==> src/rtl/qspi_rx_deserializer_pkg.sv <==
// Shared definitions for the QSPI receive path: lane-mode encodings and
// the receive FSM state type.
package qspi_rx_deserializer_pkg;

    localparam logic [1:0] MODE_ZERO   = 2'b00;
    localparam logic [1:0] MODE_SINGLE = 2'b01;
    localparam logic [1:0] MODE_DUAL   = 2'b10;
    localparam logic [1:0] MODE_QUAD   = 2'b11;

    typedef enum logic [1:0] {
        RX_IDLE  = 2'd0,
        RX_SHIFT = 2'd1,
        RX_DONE  = 2'd2
    } rx_state_t;

endpackage

==> src/rtl/shift_width_calc.sv <==
// Bits moved per QSPI strobe for a given lane mode (0 for the no-data mode).
module shift_width_calc
    import qspi_rx_deserializer_pkg::*;
(
    input  logic [1:0] mode,
    output logic [2:0] step
);

    // Decode lane mode into number of IO lines carrying data
    always_comb begin
        step = 3'd0;
        case (mode)
            MODE_SINGLE: step = 3'd1;
            MODE_DUAL:   step = 3'd2;
            MODE_QUAD:   step = 3'd4;
            default:     step = 3'd0;
        endcase
    end

endmodule

==> src/rtl/qspi_rx_deserializer.sv <==
// QSPI receive deserializer: assembles MSB-first bytes from 1/2/4 IO lanes
// on sampling strobes and presents them through a one-byte holding register
// with a valid/ready handshake. A byte counter ends the transfer.
module qspi_rx_deserializer
    import qspi_rx_deserializer_pkg::*;
#(
    parameter int LEN_W = 16
) (
    input  logic             clk,
    input  logic             reset,
    input  logic             start,
    input  logic             abort,
    input  logic [1:0]       mode,
    input  logic [LEN_W-1:0] rx_len,
    input  logic             sample_en,
    input  logic [3:0]       io_in,
    output logic [7:0]       rx_data,
    output logic             rx_valid,
    input  logic             rx_ready,
    output logic             busy,
    output logic             done,
    output logic             overrun
);

    rx_state_t        state_q, state_d;
    logic [1:0]       mode_q;
    logic [LEN_W-1:0] cnt_q;
    logic [2:0]       bit_cnt_q;
    logic [7:0]       shift_q;
    logic [7:0]       shift_nxt;
    logic [2:0]       step;
    logic [3:0]       bit_sum;
    logic             strobe;
    logic             byte_done;
    logic             last_byte;
    logic             start_ok;
    logic             accept;
    logic             load;

    shift_width_calc u_step (
        .mode (mode_q),
        .step (step)
    );

    // A strobe only counts while shifting; abort takes precedence over it
    assign strobe    = (state_q == RX_SHIFT) && sample_en && !abort;
    assign bit_sum   = {1'b0, bit_cnt_q} + {1'b0, step};
    assign byte_done = strobe && (bit_sum == 4'd8);
    assign last_byte = byte_done && (cnt_q == LEN_W'(1));
    assign start_ok  = start && (rx_len != '0) && (mode != MODE_ZERO);

    assign accept = rx_valid && rx_ready;
    assign load   = byte_done && (!rx_valid || rx_ready);

    assign busy = (state_q == RX_SHIFT);
    assign done = (state_q == RX_DONE);

    // Shift the selected lanes in below the bits already collected
    always_comb begin
        shift_nxt = shift_q;
        case (mode_q)
            MODE_SINGLE: shift_nxt = {shift_q[6:0], io_in[1]};
            MODE_DUAL:   shift_nxt = {shift_q[5:0], io_in[1:0]};
            MODE_QUAD:   shift_nxt = {shift_q[3:0], io_in[3:0]};
            default:     shift_nxt = shift_q;
        endcase
    end

    // FSM state register
    always_ff @(posedge clk or negedge reset) begin
        if (!reset) state_q <= RX_IDLE;
        else        state_q <= state_d;
    end

    // Next-state logic; abort overrides everything, DONE lasts one cycle
    always_comb begin
        state_d = state_q;
        if (abort) begin
            state_d = RX_IDLE;
        end else begin
            case (state_q)
                RX_IDLE: begin
                    if (start_ok)   state_d = RX_SHIFT;
                    else if (start) state_d = RX_DONE;
                end
                RX_SHIFT: begin
                    if (last_byte) state_d = RX_DONE;
                end
                RX_DONE:  state_d = RX_IDLE;
                default:  state_d = RX_IDLE;
            endcase
        end
    end

    // Transfer parameters, partial byte and remaining-byte counter
    always_ff @(posedge clk or negedge reset) begin
        if (!reset) begin
            mode_q    <= MODE_ZERO;
            cnt_q     <= '0;
            bit_cnt_q <= 3'd0;
            shift_q   <= 8'h00;
        end else if (abort) begin
            bit_cnt_q <= 3'd0;
            shift_q   <= 8'h00;
        end else if ((state_q == RX_IDLE) && start) begin
            mode_q    <= mode;
            cnt_q     <= rx_len;
            bit_cnt_q <= 3'd0;
            shift_q   <= 8'h00;
        end else if (strobe) begin
            shift_q   <= shift_nxt;
            bit_cnt_q <= bit_sum[2:0];
            if (byte_done) cnt_q <= cnt_q - LEN_W'(1);
        end
    end

    // Holding register: load on completion if free or being drained,
    // otherwise drop the byte and flag overrun until the next transfer
    always_ff @(posedge clk or negedge reset) begin
        if (!reset) begin
            rx_data  <= 8'h00;
            rx_valid <= 1'b0;
            overrun  <= 1'b0;
        end else begin
            if (load) begin
                rx_data  <= shift_nxt;
                rx_valid <= 1'b1;
            end else if (accept) begin
                rx_valid <= 1'b0;
            end
            if ((state_q == RX_IDLE) && start_ok && !abort) overrun <= 1'b0;
            else if (byte_done && !load)                      overrun <= 1'b1;
        end
    end

endmodule

==> config.mk <==
export PLATFORM = sky130hd
export DESIGN_NAME = qspi_rx_deserializer
export DESIGN_NICKNAME = d
export VERILOG_FILES = /design/src/rtl/qspi_rx_deserializer_pkg.sv /design/src/rtl/shift_width_calc.sv /design/src/rtl/qspi_rx_deserializer.sv
export SDC_FILE = /design/constraint.sdc
export NUM_CORES = 1
export LEC_CHECK = 0
export CAP_MARGIN = 0
export CORE_ASPECT_RATIO = 0.5
export CORE_MARGIN = 4
export CORE_UTILIZATION = 38
export DETAILED_ROUTE_END_ITERATION = 10
export SKIP_LAST_GASP = 1
export SLEW_MARGIN = 20
export SYNTH_ARGS = -nofsm -noshare
export SYNTH_HDL_FRONTEND = slang
export SYNTH_HIERARCHICAL = 1
export SYNTH_SLANG_ARGS = --single-unit
==> constraint.sdc <==
create_clock -name clk -period 4.2 [get_ports clk]
set_input_delay 1.26 -clock clk [delete_from_list [all_inputs] [get_ports clk]]
set_output_delay 1.26 -clock clk [all_outputs]
set_load 0.02 [all_outputs]
==> results of run 1 <==
-- power groups by stage --
stage / Sequential [W] / Combinational (W) / Clock, W
4_1_cts: 0.000494 / 0.000226 / 0.000437
2_1_floorplan: 0.000470 / 0.000168 / 0
5_1_grt: 0.000503 / 0.000255 / 0.000458
6_report: 0.000494 / 0.000227 / 0.000430
3_3_place_gp: 0.000499 / 0.000219 / 0
3_5_place_dp: 0.000501 / 0.000225 / 0
-- stage by stage --
stage | worst slack [ns] | power [W] | cell area [sq um] | util | hold slack, ns
finish | 0.708 | 0.00115 | 3070 | 0.500 | 0.503
global route | 0.614 | 0.00122 | 3070 | 0.500 | 0.521
CTS | 0.733 | 0.00116 | 3050 | 0.497 | 0.508
detailed placement | 0.429 | 0.000726 | 2890 | 0.471 | 0.495
global placement | 0.459 | 0.000718 | 2890 | 0.471 | 0.490
floorplan | 1.45 | 0.000638 | 2420 | - | 0.468
-- area by class of cell --
type | count | share of cell area
clock buffers | 5 | 0.0408
well taps | 88 | 0.0359
flip-flops and latches | 41 | 0.334
multi-input cells | 170 | 0.423
inverters | 8 | 0.00979
clock inverters | 2 | 0.0114
repair buffers | 45 | 0.144
-- cells by family (layout without fill, tap and decap cells) --
logic type	count (synthesis)	count (layout)	synth area share
muxes	17	17	0.106
adders and majority gates	6	6	0.0341
xor gates and xnor gates	1	1	0.00362
DFF	41	41	0.424
buffers and inverters	25	60	0.0414
AOI/OAI and AO/OA	65	65	0.209
and+or+nand+nor	81	81	0.181
-- worst paths after layout --
| check | depth (start not counted) | slack [ns] | from | end |
|---|---|---|---|---|
| max reg2reg | 9 | 0.96 | mode_q[0] | cnt_q[1] |
| max | 6 | 0.71 | abort | cnt_q[1] |
| min in group asynchronous | 1 | 0.85 | reset | cnt_q[10] |
| max in group asynchronous | 2 | 2.90 | reset | bit_cnt_q[1] |
| min | 1 | 0.50 | rx_data[7] | rx_data[7] |
| min reg2reg | 1 | 0.50 | rx_data[7] | rx_data[7] |
-- cells in the mapped netlist (5+ instances only) --
| library cell | instances | area (sq um) |
|---|---|---|
| sky130_fd_sc_hd__a21oi_1 | 11 | 55.1 |
| sky130_fd_sc_hd__a22o_1 | 11 | 96.3 |
| sky130_fd_sc_hd__clkbuf_1 | 12 | 45.0 |
| sky130_fd_sc_hd__dfrtp_1 | 41 | 1030 |
| sky130_fd_sc_hd__ha_1 | 5 | 62.6 |
| sky130_fd_sc_hd__inv_1 | 8 | 30.0 |
| sky130_fd_sc_hd__mux2_2 | 9 | 101 |
| sky130_fd_sc_hd__mux4_2 | 6 | 135 |
| sky130_fd_sc_hd__nand2_1 | 29 | 109 |
| sky130_fd_sc_hd__nand3_1 | 5 | 25.0 |
| sky130_fd_sc_hd__nor2_1 | 9 | 33.8 |
| sky130_fd_sc_hd__nor3_1 | 6 | 30.0 |
| sky130_fd_sc_hd__nor4_1 | 11 | 68.8 |
| sky130_fd_sc_hd__o211ai_1 | 6 | 45.0 |
| sky130_fd_sc_hd__o221ai_1 | 13 | 114 |
-- flip-flops by register name, indices dropped and copies added (netlist names) --
| name | flops |
|---|---|
| overrun | 1 |
| rx_data | 8 |
| shift_q | 8 |
| rx_valid | 1 |
| mode_q | 2 |
| cnt_q | 16 |
| state_q | 2 |
| bit_cnt_q | 3 |
-- routing by layer --
layer,share of wire,wire (um),vias to the layer above
li1,-,-,996
met1,0.47,2860,1044
met2,0.48,2910,56
met3,0.043,261,7
met4,0.012,71,0
met5,0,0,-
-- cell usage in the layout, fill, tap and decap left out, drive strengths merged, types with 6 or more instances in the layout --
cell type / instances
mux2: 9
mux4: 6
nor4: 11
a21oi: 11
buf: 7
nand2: 29
nor3: 6
inv: 8
dfrtp: 41
nor2: 9
a22o: 11
o221ai: 14
clkdlybuf4s50: 38
o211ai: 6
==> impl_summary.txt, run 1 <==
----------------------------------------------------
[Route]
  Number of violations reported at the end of detailed-routing iteration 0 ... about 280
  Drt pass-1 iters ... 4
  Via density per instance ... 5.86
  Per-cell routed wire length ... 17.0 um
  Routed via count ... between 2k and 2.5k
  Antenna Nets Post-Route ... 0
  Final WL ... 6110 um
  Post-detailed-route DRC marker count ... 0

[Clock tree]
  Clock slew seen by the registers of the worst setup and hold paths ... 0.06 ns
  CTS Root Cell ... sky130_fd_sc_hd__clkbuf_16
  Clock tree from TritonCTS ... done
  Number of levels the H-tree was split into ... 2
  Total CTS buffers ... 5
  Number of hold buffers added after CTS ... 0
  Num Clock Sinks ... 41
  Post-CTS setup-driven buffer insertion count ... 0
  Clock insertion delay at the later pin of the skew report ... 0.28 ns
  Maximum buffer depth of the clock tree ... 2
  Post-CTS Resized ... 0

[Placement]
  Final weighted congestion of routability-driven global placement ... 0.814
  Post-DP HPWL ... roughly 4300 um
  Port Buffers ... 39
  Placed Cells incl. Taps ... roughly 350

[Worst setup path]
  Crit path buf inv count ... 2
  Crit end category ... flop
  Crit-path slowest cell ... sky130_fd_sc_hd__a21oi_1
  Critical Path, Cell by Cell ... clkdlybuf4s50_1 -> and4bb_2 -> nor4b_1 -> a21oi_1 -> buf_4 -> mux2_2
  Largest stage delay on the critical path ... 0.68 ns
  Sort of element at the start of the critical path ... input pin
  Kind of critical path ... input pin to flop
  Data arrival at the endpoint of the critical path ... 3.66 ns
  Required arrival time at the worst endpoint ... 4.37 ns
  Highest fanout seen on the critical path ... 13
  Top delay family on crit path ... buffers and inverters

[Logic synthesis]
  Seq/Total Area, Yosys ... 0.424
  Synth warn ... 6
  Top flip-flop cell by instance count after synthesis ... sky130_fd_sc_hd__dfrtp_1
  Count of mapped cells out of synthesis ... 236
  Number of unique standard cell types used by synthesis ... 48
  Average size of a mapped cell ... 10.3 sq um
  Netlist area before placement ... 2420 sq um
  Syn_nets ... between 200 and 300
  Number of synthesized register bits ... 41
  Post-synth ARST share ... 1.00
  Number of enable-type register cells in the synthesized netlist ... 0

[Timing]
  Final worst clock skew ... a little under 0.004 ns
  Actual slew at the worst max-slew pin ... 0.834 ns
  Crit share post-route ... 0.832
  Setup repair after global routing missed its margin ... false
  Number of endpoints failing setup at the final stage ... 0
  Normalized max-slew margin ... 0.444
  Number of endpoints with negative hold slack in the final report ... 0
  Setup total negative slack ... 0 ns
  Final Max Slew Viols ... 0
  Final critical delay including setup and external delays ... about 3.5 ns
  Highest Clock Rate ... 286 MHz

[Global route]
  Maximum number of pins on one net before global-route repair ... 42
  Global-route wire length before repair ... 10500 um
  Met2 track demand over resource in global routing ... 0.267
  Global routing usage summed across all routing layers ... 0.168
  Met3 usage in global routing ... 0.0305
  Fraction of met1 tracks used by global routing ... 0.235
  Initial antenna violation count ... 0
  Global-route layer with the greatest usage ... met2
  Global route total overflow ... 0
  Vias in the first global route ... 2127

[Power]
  Leak ... 1.25 nW
  Maximum ir drop on the vdd rail ... 181 uV
  Clock network fraction of total power ... 0.374
  PD cells ... 375 nW/um^2
  Power dissipated by switching net loads ... 0.000330 W
  Total internal power ... 0.000821 W
  Portion of total power attributed to sequential cells ... 0.429
  Part of the power in combinational logic ... 0.197
  Switch share ... 0.287

[Hold path]
  Worst min-delay path category ... flop to flop

[Layout]
  Non-filler instance count after layout ... 359
  Fill cell count ... 603
  Register cell area after layout ... 1030 sq um
  Net total in the final layout ... 305
  Area overhead of the layout relative to synthesis ... 26.8%
  Area of combinational cells with multiple inputs ... 1300 sq um
  Antenna diode count ... 0
  Share of post-route cells with drive strength above 1 ... 0.144

[Flow run]
  Maxcap violations ... 0

[Floorplanning]
  Floorplan die area ... 7790 sq um
  Vert. Die Dim ... 64.4 um
  IO Pins ... 40
  Die width ... 121 um
  Number of rows in the core area ... 20
  Core area ... 6130 sq um
  Initial core utilization ... 0.395

[Outcome]
  Result of the run ... finished clean

----------------------------------------------------
(Power assumes the default switching activity.)
==> run 2, diff against run 1 <==
- clock period: 4.2 -> 3 ns (I/O delays scaled with it)
==> impl_summary.txt, run 2 (same netlist as run 1, synthesis figures left out) <==
----------------------------------------------------
[Outcome]
  Result of the run ... finished clean

[Timing]
  Number of endpoints with negative hold slack in the final report ... 0
  Setup repair after global routing missed its margin ... false
  Crit share post-route ... 0.873
  Number of endpoints failing setup at the final stage ... 0
  Final worst clock skew ... 0.00450 ns
  Final critical delay including setup and external delays ... about 2.6 ns
  Normalized max-slew margin ... 0.378
  Actual slew at the worst max-slew pin ... just over 0.9 ns
  Smallest setup slack after layout ... 0.382 ns
  Highest Clock Rate ... 382 MHz
  Worst hold slack ... 0.503 ns
  Setup total negative slack ... 0 ns
  Final Max Slew Viols ... 0

[Global route]
  Maximum number of pins on one net before global-route repair ... 42
  Global route total overflow ... 0
  Vias in the first global route ... 2088
  Initial antenna violation count ... 0
  Global-route wire length before repair ... roughly 10000 um
  Global routing usage summed across all routing layers ... 0.167

[Hold path]
  Worst min-delay path category ... flop to flop

[Worst setup path]
  Crit-path slowest cell ... sky130_fd_sc_hd__a21oi_1
  Data arrival at the endpoint of the critical path ... 2.77 ns
  Kind of critical path ... flop to flop
  Crit end category ... flop
  Reg2Reg Setup Slack ... 0.38 ns
  Largest stage delay on the critical path ... 0.57 ns
  Critical Path, Cell by Cell ... nor2b_1 -> ha_1 -> inv_1 -> fa_1 -> xnor2_1 -> nor4b_1 -> a21oi_1 -> buf_4 -> o221ai_1
  Required arrival time at the worst endpoint ... 3.15 ns
  Crit path buf inv count ... 2
  Sort of element at the start of the critical path ... flop
  Highest fanout seen on the critical path ... 9
  Top delay family on crit path ... compound AO/OA/AOI/OAI gates

[Floorplanning]
  Initial core utilization ... 0.395
  IO Pins ... 40
  Vert. Die Dim ... 64.4 um
  Core area ... 6130 sq um
  Floorplan die area ... 7790 sq um
  Number of rows in the core area ... 20
  Die width ... 121 um

[Layout]
  Fill cell count ... around 570
  Non-filler instance count after layout ... 365
  Largest registers ... cnt_q (16), rx_data (8), shift_q (8)
  Most flop-heavy register ... cnt_q
  Max FFs per register ... 16
  Area overhead of the layout relative to synthesis ... 29.1%
  Leading cell type in the layout, fill and taps excluded ... sky130_fd_sc_hd__dfrtp_1
  Share of post-route cells with drive strength above 1 ... 0.162
  Net total in the final layout ... 310
  Highest-count cells in the layout ignoring fill and taps ... sky130_fd_sc_hd__dfrtp_1 (41), sky130_fd_sc_hd__clkdlybuf4s50_1 (38), sky130_fd_sc_hd__nand2_1 (29)
  Register cell area after layout ... 1030 sq um
  Antenna diode count ... 0
  Area of combinational cells with multiple inputs ... 1300 sq um

[Placement]
  Port Buffers ... 39
  Post-DP HPWL ... 4370 um
  Final weighted congestion of routability-driven global placement ... ~0.8
  Placed Cells incl. Taps ... ~360
  Place WS ... around 0.063 ns

[Power]
  Maximum ir drop on the vdd rail ... roughly 280 uV
  Leak ... 1.29 nW
  PD cells ... between 500 and 600 nW/um^2

[Clock tree]
  Num Clock Sinks ... ~40
  Number of hold buffers added after CTS ... 0
  Clock slew seen by the registers of the worst setup and hold paths ... 0.06 ns
  CTS Root Cell ... sky130_fd_sc_hd__clkbuf_16
  Post-CTS Resized ... 0
  Number of levels the H-tree was split into ... 2
  Clock tree from TritonCTS ... done
  Post-CTS setup-driven buffer insertion count ... 0
  Clock insertion delay at the later pin of the skew report ... 0.28 ns
  Maximum buffer depth of the clock tree ... 2
  Total CTS buffers ... 5

[Route]
  Antenna Nets Post-Route ... 0
  Routed via count ... between 2k and 2.5k
  Drt pass-1 iters ... 4
  Number of violations reported at the end of detailed-routing iteration 0 ... 148
  Post-detailed-route DRC marker count ... 0
  Via density per instance ... 5.75
  Per-cell routed wire length ... 16.8 um
  Final WL ... 6140 um

[Flow run]
  Maxcap violations ... 0

----------------------------------------------------
==> run 2: final timing paths <==
path,start,to,cells past startpoint
max,mode_q[1],cnt_q[8],9
max reg2reg,mode_q[1],cnt_q[8],9
max in group asynchronous,reset,bit_cnt_q[2],1
min reg2reg,rx_data[4],rx_data[4],1
min in group asynchronous,reset,rx_data[4],1
min,rx_data[4],rx_data[4],1
==> run 2: area by class of cell <==
type                       count  area share
multi-input combinational    170       0.416
sequential                    41       0.329
timing repair buffer          50       0.150
clock buffer                   5      0.0401
tap                           88      0.0353
clock inverter                 3      0.0208
inverter                       8     0.00962
==> run 2: metrics by stage <==
step / utilization / total power, W / cell area (sq um)
2_1_floorplan: - / 0.000893 / 2420
3_3_place_gp: 0.478 / 0.00101 / 2930
3_5_place_dp: 0.478 / 0.00103 / 2930
4_1_cts: 0.509 / 0.00173 / 3120
5_1_grt: 0.509 / 0.00181 / 3120
6_report: 0.509 / 0.00172 / 3120
==> run 2: report_power, final <==
| part | internal [W] | switching (W) |
|---|---|---|
| logic | 0.000169 | 0.000181 |
| clock network | 0.000475 | 0.000225 |
| registers | 0.000601 | 0.0000657 |
| total | 0.00125 | 0.000472 |
==> run 2: worst reg2reg max path: cells and delay by family, from the launching register on <==
| kind | cells | cell delay [ns] |
|---|---|---|
| compound gates | 2 | 0.70 |
| fa+ha+maj | 2 | 0.56 |
| flops | 1 | 0.39 |
| buf+inv | 2 | 0.35 |
| xor+xnor | 1 | 0.27 |
| simple gates | 2 | 0.22 |
==> run 2: metal layers <==
metal	part of all wire	vias up	global-route usage
met5	0	-	0
met4	0.0059	0	0.0381
met3	0.045	6	0.0349
met2	0.49	55	0.284
met1	0.46	1039	0.220
li1	-	999	-
